===== src/rtl/serial_sub_pkg.sv =====
// Shared types for the bit-serial subtractor: FSM state encoding.
package serial_sub_pkg;

   localparam int unsigned STATE_W = 2;

   typedef enum logic [STATE_W-1:0] {
      IDLE,
      SHIFT,
      FIN
   } state_t;

endpackage


===== src/rtl/full_subtractor.sv =====
// Single-bit full subtractor cell, gate level: D = A^B^BIN, BO = ~A&B | ~(A^B)&BIN.
module full_subtractor (
   output logic D,
   output logic BO,
   input  logic A,
   input  logic B,
   input  logic BIN
);

   logic axb;
   logic na;
   logic nxb;
   logic t_ab;
   logic t_bin;

   xor g_x1 (axb, A, B);
   xor g_x2 (D, axb, BIN);
   not g_n1 (na, A);
   and g_a1 (t_ab, na, B);
   not g_n2 (nxb, axb);
   and g_a2 (t_bin, nxb, BIN);
   or  g_o1 (BO, t_ab, t_bin);

endmodule


===== src/rtl/serial_subtractor.sv =====
// Bit-serial A - B, LSB first, one full-subtractor cell with a registered borrow.
// Result registers update once per operation and hold until the next one completes.
module serial_subtractor
   import serial_sub_pkg::*;
#(
   parameter int unsigned WIDTH = 8
) (
   input  logic             CLK,
   input  logic             RST,
   input  logic             START,
   input  logic [WIDTH-1:0] A,
   input  logic [WIDTH-1:0] B,
   output logic [WIDTH-1:0] DIFF,
   output logic             BOUT,
   output logic             VOUT,
   output logic             BUSY,
   output logic             DONE
);

   localparam int unsigned CW = $clog2(WIDTH) + 1;

   state_t           state;
   state_t           state_nxt;
   logic [WIDTH-1:0] sa;
   logic [WIDTH-1:0] sb;
   logic [WIDTH-1:0] sr;
   logic [WIDTH-1:0] sr_nxt;
   logic             borrow;
   logic             bmsb;
   logic [CW-1:0]    count;
   logic             last;
   logic             d;
   logic             bo;

   full_subtractor u_cell (
      .D   (d),
      .BO  (bo),
      .A   (sa[0]),
      .B   (sb[0]),
      .BIN (borrow)
   );

   assign last   = (count == CW'(WIDTH - 1));
   assign sr_nxt = {d, sr[WIDTH-1:1]};

   // Overflow is borrow-into-MSB xor borrow-out; both are latched on the MSB edge,
   // so deriving it from the two registers keeps it stable between operations.
   assign VOUT = BOUT ^ bmsb;

   // State register; reset takes priority over any request.
   always_ff @(posedge CLK) begin
      if (RST) state <= IDLE;
      else     state <= state_nxt;
   end

   // Next-state decode and status strobes.
   always_comb begin
      state_nxt = state;
      BUSY      = 1'b0;
      DONE      = 1'b0;
      case (state)
         IDLE:  if (START) state_nxt = SHIFT;
         SHIFT: begin
            BUSY = 1'b1;
            if (last) state_nxt = FIN;
         end
         FIN: begin
            DONE      = 1'b1;
            state_nxt = IDLE;
         end
         default: state_nxt = IDLE;
      endcase
   end

   // Operand capture, serial datapath and result registers.
   always_ff @(posedge CLK) begin
      if (RST) begin
         sa     <= '0;
         sb     <= '0;
         sr     <= '0;
         borrow <= 1'b0;
         bmsb   <= 1'b0;
         count  <= '0;
         DIFF   <= '0;
         BOUT   <= 1'b0;
      end else begin
         case (state)
            IDLE: begin
               if (START) begin
                  sa     <= A;
                  sb     <= B;
                  sr     <= '0;
                  borrow <= 1'b0;
                  count  <= '0;
               end
            end
            SHIFT: begin
               sr     <= sr_nxt;
               sa     <= sa >> 1;
               sb     <= sb >> 1;
               borrow <= bo;
               count  <= count + CW'(1);
               if (last) begin
                  bmsb <= borrow;
                  DIFF <= sr_nxt;
                  BOUT <= bo;
               end
            end
            default: ;
         endcase
      end
   end

endmodule


===== config.mk =====
export PLATFORM = sky130hd
export DESIGN_NAME = serial_subtractor
export DESIGN_NICKNAME = d
export VERILOG_FILES = /design/src/rtl/serial_sub_pkg.sv /design/src/rtl/full_subtractor.sv /design/src/rtl/serial_subtractor.sv
export SDC_FILE = /design/constraint.sdc
export NUM_CORES = 1
export LEC_CHECK = 0
export CORE_UTILIZATION = 46
export DETAILED_ROUTE_END_ITERATION = 10
export PLACE_DENSITY = 0.74
export SETUP_SLACK_MARGIN = 0.1
export SYNTH_ARGS = -nofsm -noshare
export SYNTH_HDL_FRONTEND = slang
export SYNTH_SLANG_ARGS = --single-unit

===== constraint.sdc =====
create_clock -name CLK -period 1.1 [get_ports CLK]
set_input_delay 0.33 -clock CLK [delete_from_list [all_inputs] [get_ports CLK]]
set_output_delay 0.33 -clock CLK [all_outputs]
set_load 0.05 [all_outputs]

==> metrics.md <==
| Metric | Value |
|---|---|
| Outcome | finished, violations left |
| Failing checks | setup timing |
| Setup TNS | -8.926 ns |
| Unrepaired setup endpoints after global routing | true |
| Die Area | 4095 um^2 |
| Starting DRT DRC Count | 102 |
| Peak supply drop | 1.078 mV |
| Wire per inst | 18.66 um |
| Worst endpoint required time | 0.77 ns |
| #FFs+latches synth | 40 |
| WP data arrival | 1.05 ns |
| Final #Nets | 271 |
| Final core occ | 83.49% |
| Initial Util | 48.29% |
| Cts bufs inserted | 5 |
| Syn_area_per_cell | 9.988 um^2 |
| Cts hold-fix bufs | 0 |
| Worst flop-to-flop path endpoint | sr[6] |
| Max Cap Violations | 0 |
| Layout cells sized above 1 | 56.97% |
| IO buf count | 30 |
| Antenna Nets Post-Route | 0 |
| Hold Path Origin | sr[7] |
| Worst-Margin Slew | 0.3112 ns |
| I/O Pins | 31 |
| Pwr/cell area | 1168 nW/um^2 |
| R2r setup slk | -0.27 ns |
| CP Launch Type | register |
| Slew HR | 79.25% |
| CTS tree | yes |
| Worst hold path class | register to register |
| Leakage power | 1.178 nW |
| Pre-antenna DRT Iters | 4 |
| Syn Nets | 198 |
| CTS sink cnt | 40 |
| Largest net degree at the start of global routing | 15 |
| Hold Vio Cnt, Final | 0 |
| Clock skew | 0.006612 ns |
| Tot Pwr | 3.570 mW |
| Distinct cells, synth | 31 |
| Max FO, Critical Path | 3 |
| GP Congestion | 0.7839 |
| CP Launch Point | state[0] |
| Worst-skew pair later-pin latency | 0.30 ns |
| Ant diodes | 0 |
| CTS root buf | clkbuf_8 |
| Final setup margin | -0.2755 ns |
| Fin. max-slew vios | 0 |
| First-pass GRT wire length | 7507 um |
| Crit share post-route | 125.0% |
| Vias | 1,661 |
| Depth of the most critical reg-to-reg path | 6 |
| GRT Resource Usage Total | 24.05% |
| Hold Path Sink | DIFF[6] |
| Vias in the first global route | 1,611 |
| Final wirelength | 5578 um |
| Die Span Y | 64.00 um |
| Kind of critical path | register to output port |
| Via/cell ratio | 5.555 |
| Sequential fraction of the synthesis area | 45.29% |
| Post-Syn Area | 1768 um^2 |
| Clock transition at path regs | 0.09 ns |
| Detail Placement HPWL | 3072 um |
| Fin crit period | 1.376 ns |
| Initial antenna violation count | 0 |
| Setup violators final | 52 |
| Hold path cells | 2 |
| H-tree depth | 2 |
| Grt ovf | 0 |
| Drt drc | 0 |
| Reg-to-reg startpoint | state[0] |
| Fmax | 727.0 MHz |
| Yosys warns | 0 |
| Core ar. | 3661 um^2 |
| Critical Path Sink Type | output port |
| FP Rows | 22 |
| Cell count after synthesis | 177 |
| Synthesis-to-layout area growth | 72.89% |
| Die Width | 64.00 um |
| CTS max path bufs | 2 |
[cell families (layout without fill, tap and decap cells)]
| family | after synthesis | after routing | synth area share (%) |
|---|---|---|---|
| flip-flops | 40 | 40 | 45.29 |
| buffers and inverters | 20 | 94 | 6.722 |
| AO/OA/AOI/OAI | 64 | 64 | 31.21 |
| XOR/XNOR | 1 | 1 | 0.4955 |
| adder cells (fa/ha/maj) | 2 | 2 | 1.840 |
| AND/OR/NAND/NOR | 50 | 50 | 14.44 |
[sequential cells by signal, indices dropped and copies added (netlist names)]
signal and count:
state 2, sb 8, borrow 1, sr 7
bmsb 1, DIFF 8, BOUT 1, count 4
sa 8
[report_power, final]
group / total, mW / switching [mW] / internal, mW
sequential: 1.59 / 0.0705 / 1.52
combinational: 0.811 / 0.382 / 0.430
clock: 1.16 / 0.572 / 0.592
total: 3.57 / 1.02 / 2.55
[cell usage in the layout, fill, tap and decap left out, types with 3 or more instances in the layout]
cell type,Yosys,routed
nor2_1,25,12
buf_4,0,29
a21oi_2,0,7
o2bb2ai_1,10,8
a211oi_2,10,13
buf_6,4,16
nor2_4,1,7
a21bo_1,9,9
clkdlybuf4s50_1,0,17
clkbuf_16,0,4
nand3_1,11,8
dfxtp_4,0,3
clkbuf_8,0,5
nor2_2,0,7
a21oi_1,11,4
buf_12,0,15
dfxtp_2,0,13
a22o_1,10,10
nand2b_4,1,4
dfxtp_1,40,24
[stage by stage]
step	std cells	setup WS (ns)	cell area [um^2]	hold slack, ns
finish	299	-0.2755	3057	0.4902
global route	299	-0.3003	3057	0.5074
CTS	290	-0.2630	2868	0.4800
global placement	270	-0.4471	2515	0.4706
floorplan	177	-0.05841	1914	0.4421
detailed placement	270	-0.4804	2515	0.4693
[Yosys cell counts]
cell | n | share of area (%)
dfxtp_1 | 40 | 45
nor2_1 | 25 | 5.3
a21oi_1 | 11 | 3.1
buf_2 | 11 | 3.1
nand3_1 | 11 | 3.1
a211oi_2 | 10 | 7.1
a22o_1 | 10 | 5.0
o2bb2ai_1 | 10 | 5.0
a21bo_1 | 9 | 5.1
a211oi_1 | 5 | 2.1
buf_6 | 4 | 2.5
inv_1 | 4 | 0.85
nand2b_1 | 4 | 1.4
o22ai_1 | 4 | 1.4
and2_1 | 2 | 0.71
nand2_1 | 2 | 0.42
a221o_1 | 1 | 0.57
a31oi_1 | 1 | 0.35
and3b_1 | 1 | 0.50
fa_1 | 1 | 1.1
ha_1 | 1 | 0.71
inv_2 | 1 | 0.21
nand2b_4 | 1 | 0.78
nor2_4 | 1 | 0.64
nor2b_1 | 1 | 0.35
nor4b_2 | 1 | 0.85
o21ba_1 | 1 | 0.57
o21bai_1 | 1 | 0.42
o32a_1 | 1 | 0.57
or3_1 | 1 | 0.35
xor2_1 | 1 | 0.50
[final cells by class]
type / count / area (um^2)
fill: 188 / 604.3
multi-input combinational: 117 / 1080
sequential: 40 / 828.3
tap: 48 / 60.06
inverter: 5 / 26.28
timing repair buffer: 81 / 952.2
clock inverter: 2 / 16.27
clock buffer: 6 / 93.84
[how the worst max path moves through the flow]
stage | to
after floorplan | DONE
after global placement | sa[2]
after detailed placement | sr[2]
after CTS | DONE
after global routing | BUSY
final | BUSY
[routing by layer]
| layer | vias up | global-route usage [%] | share of wire [%] |
|---|---|---|---|
| li1 | 788 | - | - |
| met5 | - | 0 | 0 |
| met4 | 0 | 9.659 | 1.5 |
| met2 | 49 | 45.61 | 55 |
| met3 | 9 | 5.179 | 3.9 |
| met1 | 815 | 25.33 | 40 |
[critical path: stages, from the launching register on]
cell and delay, ns:
dfxtp_2 0.35, buf_6 0.12, nand2b_4 0.07, inv_6 0.07, buf_12 0.13
[repair_timing]
item                                    CTS  global route
setup buffers                            12             7
resized for setup                        41            23
pin swaps                                 7            22
gates cloned                              1             4
endpoints found under the hold margin     0             0
endpoints found under the setup margin   52            52
No activity file was read; power rests on OpenSTA's default activity.
